`src/rtl/alu_result_serializer.sv`:
```
// Buffers 16-bit ALU results in a small FIFO and streams each one out low byte first over a valid/ready byte port.
// Optional: define ALU_SER_CHECKSUM_EN to append an XOR checksum byte (lo ^ hi) after every result.
module alu_result_serializer #(
    parameter int ALU_OUT_WIDTH = 16,
    parameter int BYTE_WIDTH    = 8,
    parameter int DEPTH         = 4
) (
    input  logic                     clk_i,
    input  logic                     rst_i,
    input  logic [ALU_OUT_WIDTH-1:0] alu_out_i,
    input  logic                     out_valid_i,
    output logic [BYTE_WIDTH-1:0]    tx_data_o,
    output logic                     tx_valid_o,
    input  logic                     tx_ready_i,
    output logic [$clog2(DEPTH):0]   fill_o,
    output logic                     busy_o,
    output logic                     overflow_o
);

    localparam int AW = $clog2(DEPTH);
    localparam int FW = AW + 1;

    typedef enum logic [1:0] {
        IDLE,
        SEND_LO,
        SEND_HI
`ifdef ALU_SER_CHECKSUM_EN
        , SEND_CHK
`endif
    } state_e;

    state_e                   state_q, state_d;
    logic [ALU_OUT_WIDTH-1:0] mem_q [DEPTH];
    logic [AW-1:0]            wrPtr_q, rdPtr_q;
    logic [FW-1:0]            fill_q, fill_d;
    logic [ALU_OUT_WIDTH-1:0] word_q, word_d;
    logic [BYTE_WIDTH-1:0]    txData_q, txData_d;
    logic                     txValid_q, txValid_d;
    logic                     overflow_q;

    logic                     handshake;
    logic                     packetDone;
    logic                     pop;
    logic                     push;
    logic [ALU_OUT_WIDTH-1:0] headWord;

    assign handshake = txValid_q & tx_ready_i;
    assign headWord  = mem_q[rdPtr_q];

    always_comb begin
        state_d    = state_q;
        word_d     = word_q;
        txData_d   = txData_q;
        txValid_d  = txValid_q;
        packetDone = 1'b0;
        pop        = 1'b0;

        case (state_q)
            IDLE: begin
                if (fill_q != '0) begin
                    pop       = 1'b1;
                    word_d    = headWord;
                    txData_d  = headWord[BYTE_WIDTH-1:0];
                    txValid_d = 1'b1;
                    state_d   = SEND_LO;
                end
            end
            SEND_LO: begin
                if (handshake) begin
                    txData_d = word_q[ALU_OUT_WIDTH-1:BYTE_WIDTH];
                    state_d  = SEND_HI;
                end
            end
            SEND_HI: begin
                if (handshake) begin
`ifdef ALU_SER_CHECKSUM_EN
                    txData_d = word_q[BYTE_WIDTH-1:0] ^ word_q[ALU_OUT_WIDTH-1:BYTE_WIDTH];
                    state_d  = SEND_CHK;
`else
                    packetDone = 1'b1;
`endif
                end
            end
`ifdef ALU_SER_CHECKSUM_EN
            SEND_CHK: begin
                if (handshake) begin
                    packetDone = 1'b1;
                end
            end
`endif
            default: begin
                state_d   = IDLE;
                txValid_d = 1'b0;
            end
        endcase

        // Chain straight into the next queued word so there is no idle bubble between packets.
        if (packetDone) begin
            if (fill_q != '0) begin
                pop      = 1'b1;
                word_d   = headWord;
                txData_d = headWord[BYTE_WIDTH-1:0];
                state_d  = SEND_LO;
            end else begin
                txValid_d = 1'b0;
                state_d   = IDLE;
            end
        end
    end

    assign push   = out_valid_i && ((fill_q != FW'(DEPTH)) || pop);
    assign fill_d = fill_q + FW'(push) - FW'(pop);

    always_ff @(posedge clk_i) begin
        if (rst_i) begin
            state_q    <= IDLE;
            wrPtr_q    <= '0;
            rdPtr_q    <= '0;
            fill_q     <= '0;
            word_q     <= '0;
            txData_q   <= '0;
            txValid_q  <= 1'b0;
            overflow_q <= 1'b0;
        end else begin
            state_q   <= state_d;
            fill_q    <= fill_d;
            word_q    <= word_d;
            txData_q  <= txData_d;
            txValid_q <= txValid_d;
            if (push) begin
                wrPtr_q <= wrPtr_q + AW'(1);
            end
            if (pop) begin
                rdPtr_q <= rdPtr_q + AW'(1);
            end
            if (out_valid_i && !push) begin
                overflow_q <= 1'b1;
            end
        end
    end

    // Storage carries no reset; entries are only ever read after being written.
    always_ff @(posedge clk_i) begin
        if (!rst_i && push) begin
            mem_q[wrPtr_q] <= alu_out_i;
        end
    end

    assign tx_data_o  = txData_q;
    assign tx_valid_o = txValid_q;
    assign fill_o     = fill_q;
    assign busy_o     = (state_q != IDLE) || (fill_q != '0);
    assign overflow_o = overflow_q;

endmodule

```
`config.mk`:
```
export PLATFORM = sky130hd
export DESIGN_NAME = alu_result_serializer
export DESIGN_NICKNAME = d
export VERILOG_FILES = /design/src/rtl/alu_result_serializer.sv
export SDC_FILE = /design/constraint.sdc
export NUM_CORES = 1
export LEC_CHECK = 0
export ABC_AREA = 1
export ABC_CLOCK_PERIOD_IN_PS = 5820
export CORE_MARGIN = 4
export CORE_UTILIZATION = 64
export CTS_BUF_LIST = sky130_fd_sc_hd__clkbuf_4 sky130_fd_sc_hd__clkbuf_8
export DETAILED_ROUTE_END_ITERATION = 16
export GPL_TIMING_DRIVEN = 0
export PLACE_DENSITY_LB_ADDON = 0.3
export SLEW_MARGIN = 20
export SYNTH_ARGS = -nofsm -noshare
export SYNTH_HDL_FRONTEND = slang
export SYNTH_SLANG_ARGS = --single-unit
```
`constraint.sdc`:
```
create_clock -name clk_i -period 5.82 [get_ports clk_i]
set_input_delay 0.873 -clock clk_i [delete_from_list [all_inputs] [get_ports clk_i]]
set_output_delay 0.873 -clock clk_i [all_outputs]
set_load 0.02 [all_outputs]
```
# Word-level counts from Yosys, hierarchy flattened
# Memories as Yosys holds them, arrays and structs flattened. A register that Yosys moved wholly into a read port is not among the register bits.
# Index checks and enable logic that the tools add are counted.
# totals
reg_bits	35
latchBits	0
ramBits	64
romBits	0
inputBits	20
output_inout_bits	14
mem_count	1
# classes
add_sub_neg	4
multipliers	0
n_div	0
magnitude_cmp	0
n_eq_ne	6
n_shift	0
muxes	28
n_bitwise	1
n_reduce_logical	12
# mem_list
name	words	word_bits	rd	rd_ports_with_merged_regs	write_ports	line	text
mem_q	4	16	1	1	1	33	logic [ALU_OUT_WIDTH-1:0] mem_q [DEPTH];
# ops
cell	count
16-bit two-way mux	4
8-bit two-way mux	4
8-bit one-hot mux with 2 select lines	1
1-bit two-way mux	12
2-bit two-way mux	5
3-bit != test (second input constant)	3
2-bit one-hot mux with 3 select lines	1
2-bit by 1-bit adder with 2-bit output (second input constant)	2
3-bit by 1-bit adder with 3-bit output	1
1-bit logical AND	3
3-bit AND reduction	1
3-bit nonzero test	1
3-bit by 1-bit subtractor with 3-bit output	1
2-bit by 1-bit equality test with 1-bit output (second input constant)	1
2-bit equality test (second input constant)	1
1-bit logical NOT	2
2-bit logical NOT	1
1-bit logical OR	2
2-bit != test (second input constant)	1
1-bit one-hot mux with 2 select lines	1
2-bit nonzero test	1
2-bit OR reduction	1
1-bit AND	1

# Logic depth before layout (Yosys ltp)
# depth
ltp_word	10
ltp_mapped	15
ltp_nobuf	14

# Worst setup path before layout
# OpenSTA, ideal clock, no wires.
# synth_path
kind	in2reg
startpoint	input port tx_ready_i
endpoint	register fill_q[2], in the netlist fill_o[2]
arrival_ns	2.515
t_required_ns	5.699
slack_ns	3.183
path_stages	13
path_buffers	1
path_cell_list	nand2_2 nor2_4 nand2_4 nand2_4 buf_12 ha_1 inv_1 ha_1 inv_1 fa_1 xnor2_1 o21ai_0 a21oi_1
# synth_between
elab_chain_cells	8
# synth_lines
element	line	text
from (decl)	14	input logic tx_ready_i,
1-bit AND (*)	47	assign handshake = txValid_q & tx_ready_i;
1-bit two-way mux (*)	75	if (handshake) begin
1-bit two-way mux (*)	58	case (state_q)
1-bit two-way mux (*)	98	if (packetDone) begin
via pop	43	logic pop;
1-bit logical OR	111	assign push = out_valid_i && ((fill_q != FW'(DEPTH)) || pop);
1-bit logical AND	111	
3-bit by 1-bit adder with 3-bit output	112	assign fill_d = fill_q + FW'(push) - FW'(pop);
3-bit by 1-bit subtractor with 3-bit output (*)	112	
to (signal assigned)	126	fill_q <= fill_d;
to (decl)	35	logic [FW-1:0] fill_q, fill_d;
# The timed path passes the listed nets; every way through them passes the cells marked *.
# A chain may end at the register's enable or synchronous reset.

# Worst setup path after layout
# Ends and elaborated chain as after synthesis.

==> flow_metrics.tcl <==
set metrics [dict create \
    outcome "finished clean" \
    grt_usage 0.229 \
    reg2reg_slack_ns 3.16 \
    antenna_found_initial 0 \
    cp-end-kind "flip-flop" \
    drv_cap 0 \
    startpoint_type "primary input" \
    drv_slew 0 \
    crit_arrival_ns 3.25 \
    htree_levels 3 \
    drive_gt1_frac 0.162 \
    max-slew-margin-rel 0.638 \
    root_buffer "clkbuf_8" \
    worstPathCellList "clkdlybuf4s50_1 -> nand2_2 -> nor2_4 -> nand2_4 -> nand2_4 -> buf_12 -> ha_1 -> inv_1 -> ha_1 -> inv_1 -> fa_1 -> xnor2_1 -> o21ai_0 -> a21oi_1" \
    drc 0 \
    drt-pass1-iter-count 5 \
    netlist.area_leader.share 0.486 \
    endpoint "fill_o[2]" \
    post_cts_resized 0 \
    hpwl_mm 5.89 \
    worstSetupStartpoint "tx_ready_i" \
    yosysMostFrequentCell "nor2_1" \
    syn_area_per_cell_um2 10.6 \
    setup_viol 0 \
    antenna_cells 0 \
    drt-total-wl_mm 8.18 \
    wl_met3_um 541 \
    slowest_stage "clkdlybuf4s50_1" \
    min_path_type "flip-flop to flip-flop" \
    synth.net_count 404 \
    drt-met1-wl_mm 3.27 \
    grt_first_pass_wirelength_mm 13.0 \
    required_ns 6.11 \
    slowest_delay_ns 0.49 \
    synth_seq_cells 93 \
    clkTransAtPathRegs_ns 0.09 \
    synth_warnings 0 \
    final_hold_viol_count 0 \
    cts_buffers 9 \
    routedWlPerCell_um 16.4 \
    fin_skew_ns 0.00723 \
    peakVddDrop_mv 0.269 \
    overflow 0 \
    netlist_instances 373 \
    ant_nets 0 \
    rr_startpoint "state_q[0]" \
    post_cts_buffers 0 \
    reg2reg_to "fill_o[2]" \
    synth.area.top_cells "edfxtp_1, dfxtp_1, nor2_1" \
    die_y_um 86.6 \
    worstRegToRegCells 15 \
    vias_per_cell 5.73 \
    final_area_um2 4620 \
    cts_buffer_depth 2 \
    io_pins 34 \
    fillers 378 \
    synthArstFlopShare 0 \
    clock_sinks 93 \
    insertion_delay_ns 0.36 \
    area_growth_syn_to_layout_pct 16.8 \
    dpl_cell_area_um2 4430 \
    seq_area_frac_synth 0.633 \
    grt_max_degree 16 \
    core-area_um2 5960 \
    hold_buffers 0 \
    synth_edf_count 64 \
    worstPathMaxFanout 10 \
    port_buffers 32 \
    pre_cts_slack_ns 2.51 \
    vias 2865 \
    crit_type "primary input to flip-flop" \
    setup_tns_ns 0 \
    yosys-top-cells-count "nor2_1, edfxtp_1, nand2_1, o21ai_0, dfxtp_1" \
    top_layer "met4" \
    layout.nets 451 \
    powerDensity_nw_per_um2 462 \
    gp_congestion 0.858 \
    power.leakage_nw 1.71 \
    seq_area_um2 2500 \
    post-route-util 0.775 \
    timing.fmax_mhz 338 \
    die_area_um2 7500 \
    rsz0062_at_grt "no" \
    syn_area_um2 3950 \
    finalCriticalPeriod_ns 2.96 \
    cts_tree "built" \
    fin_crit_sh 0.508 \
    yosysTopAreaCell "edfxtp_1" \
    synth_ff_type "edfxtp_1" \
    route.met2.wl_mm 4.23 \
    ys_types 28 \
    num_rows 28 \
    grt_pass1_vias 2811 \
    drt_iter0_markers 233 \
    fin_ws_ns 2.86 \
    worstMarginPinSlew_ns 0.542 \
    multiInputGateArea_um2 1280 \
    initial_core_util 0.664 \
    dieWidth_um 86.6 \
]
[worst min-delay path by stage]
stage | depth (start not counted) | start | end
2_1_floorplan | 2 | rdPtr_q[1] | flip-flop
4_1_cts | 2 | overflow_o | overflow_o
5_1_grt | 2 | rdPtr_q[1] | flip-flop
6_report | 2 | overflow_o | overflow_o
3_3_place_gp | 2 | overflow_o | overflow_o
3_5_place_dp | 2 | overflow_o | overflow_o
[power breakdown]
group | total, mW | internal (mW) | leakage [nW] | switching (mW)
Clock | 0.401 | 0.178 | 0.0861 | 0.223
Combinational | 0.866 | 0.332 | 0.803 | 0.534
Sequential | 0.868 | 0.804 | 0.821 | 0.0645
Total | 2.13 | 1.31 | 1.71 | 0.821
[registers in the layout, indices dropped and copies added, names as in the netlist, named ones only]
| signal | count |
|---|---|
| overflow_o | 1 |
| state_q | 2 |
| mem_q | 64 |
| rdPtr_q | 2 |
| tx_data_o | 8 |
| word_q | 8 |
| fill_o | 3 |
| wrPtr_q | 2 |
| tx_valid_o | 1 |
[layout by cell type, fill, tap and decap left out, drive strengths merged]
cell type      netlist  final
edfxtp              64     64
nand4                9      9
ha                  10     10
xor2                 1      1
o22ai                8      8
nor2                77     77
xnor2                1      1
dfxtp               29     29
a21oi               18     18
nand3               16     16
buf                 16     20
inv                 20     21
clkdlybuf4s50        0     32
o21ai               43     43
nand2               57     57
clkinvlp             0      3
o221ai               1      1
clkbuf               2     14
fa                   1      1
[critical path: cells and delay by family]
| kind | cells | cell delay (ns) |
|---|---|---|
| AO/OA/AOI/OAI | 2 | 0.24 |
| XOR/XNOR | 1 | 0.18 |
| AND/OR/NAND/NOR | 4 | 0.47 |
| adder cells (fa/ha/maj) | 3 | 0.74 |
| buffers and inverters | 4 | 0.75 |
[layer usage]
layer,track usage,up-vias
li1,-,1367
met1,0.275,1369
met2,0.407,111
met3,0.0494,18
met4,0.0793,0
met5,0,-
[cell type report]
cell class | count | area share
Buffer | 18 | 0.0230
Clock buffer | 12 | 0.0331
Timing Repair Buffer | 36 | 0.0815
Tap cell | 75 | 0.0203
Sequential cell | 93 | 0.542
Inverter | 20 | 0.0163
Clock inverter | 4 | 0.00677
Multi-Input combinational cell | 242 | 0.277
[cells by family (layout without fill, tap and decap cells)]
| logic type | Yosys count | in the layout | synth area share |
|---|---|---|---|
| adder cells (fa/ha/maj) | 11 | 11 | 0.0367 |
| AND/OR/NAND/NOR | 159 | 159 | 0.179 |
| flip-flops | 93 | 93 | 0.633 |
| buffers and inverters | 38 | 90 | 0.0459 |
| XOR/XNOR | 2 | 2 | 0.00443 |
| AO/OA/AOI/OAI | 70 | 70 | 0.101 |
[per-stage QoR]
step / total power [mW] / hold slack, ns / cells
2_1_floorplan: 1.46 / 0.466 / 373
3_3_place_gp: 1.70 / 0.451 / 480
3_5_place_dp: 1.74 / 0.461 / 484
4_1_cts: 2.13 / 0.483 / 500
5_1_grt: 2.26 / 0.511 / 500
6_report: 2.13 / 0.482 / 500
(Power assumes the default switching activity.)
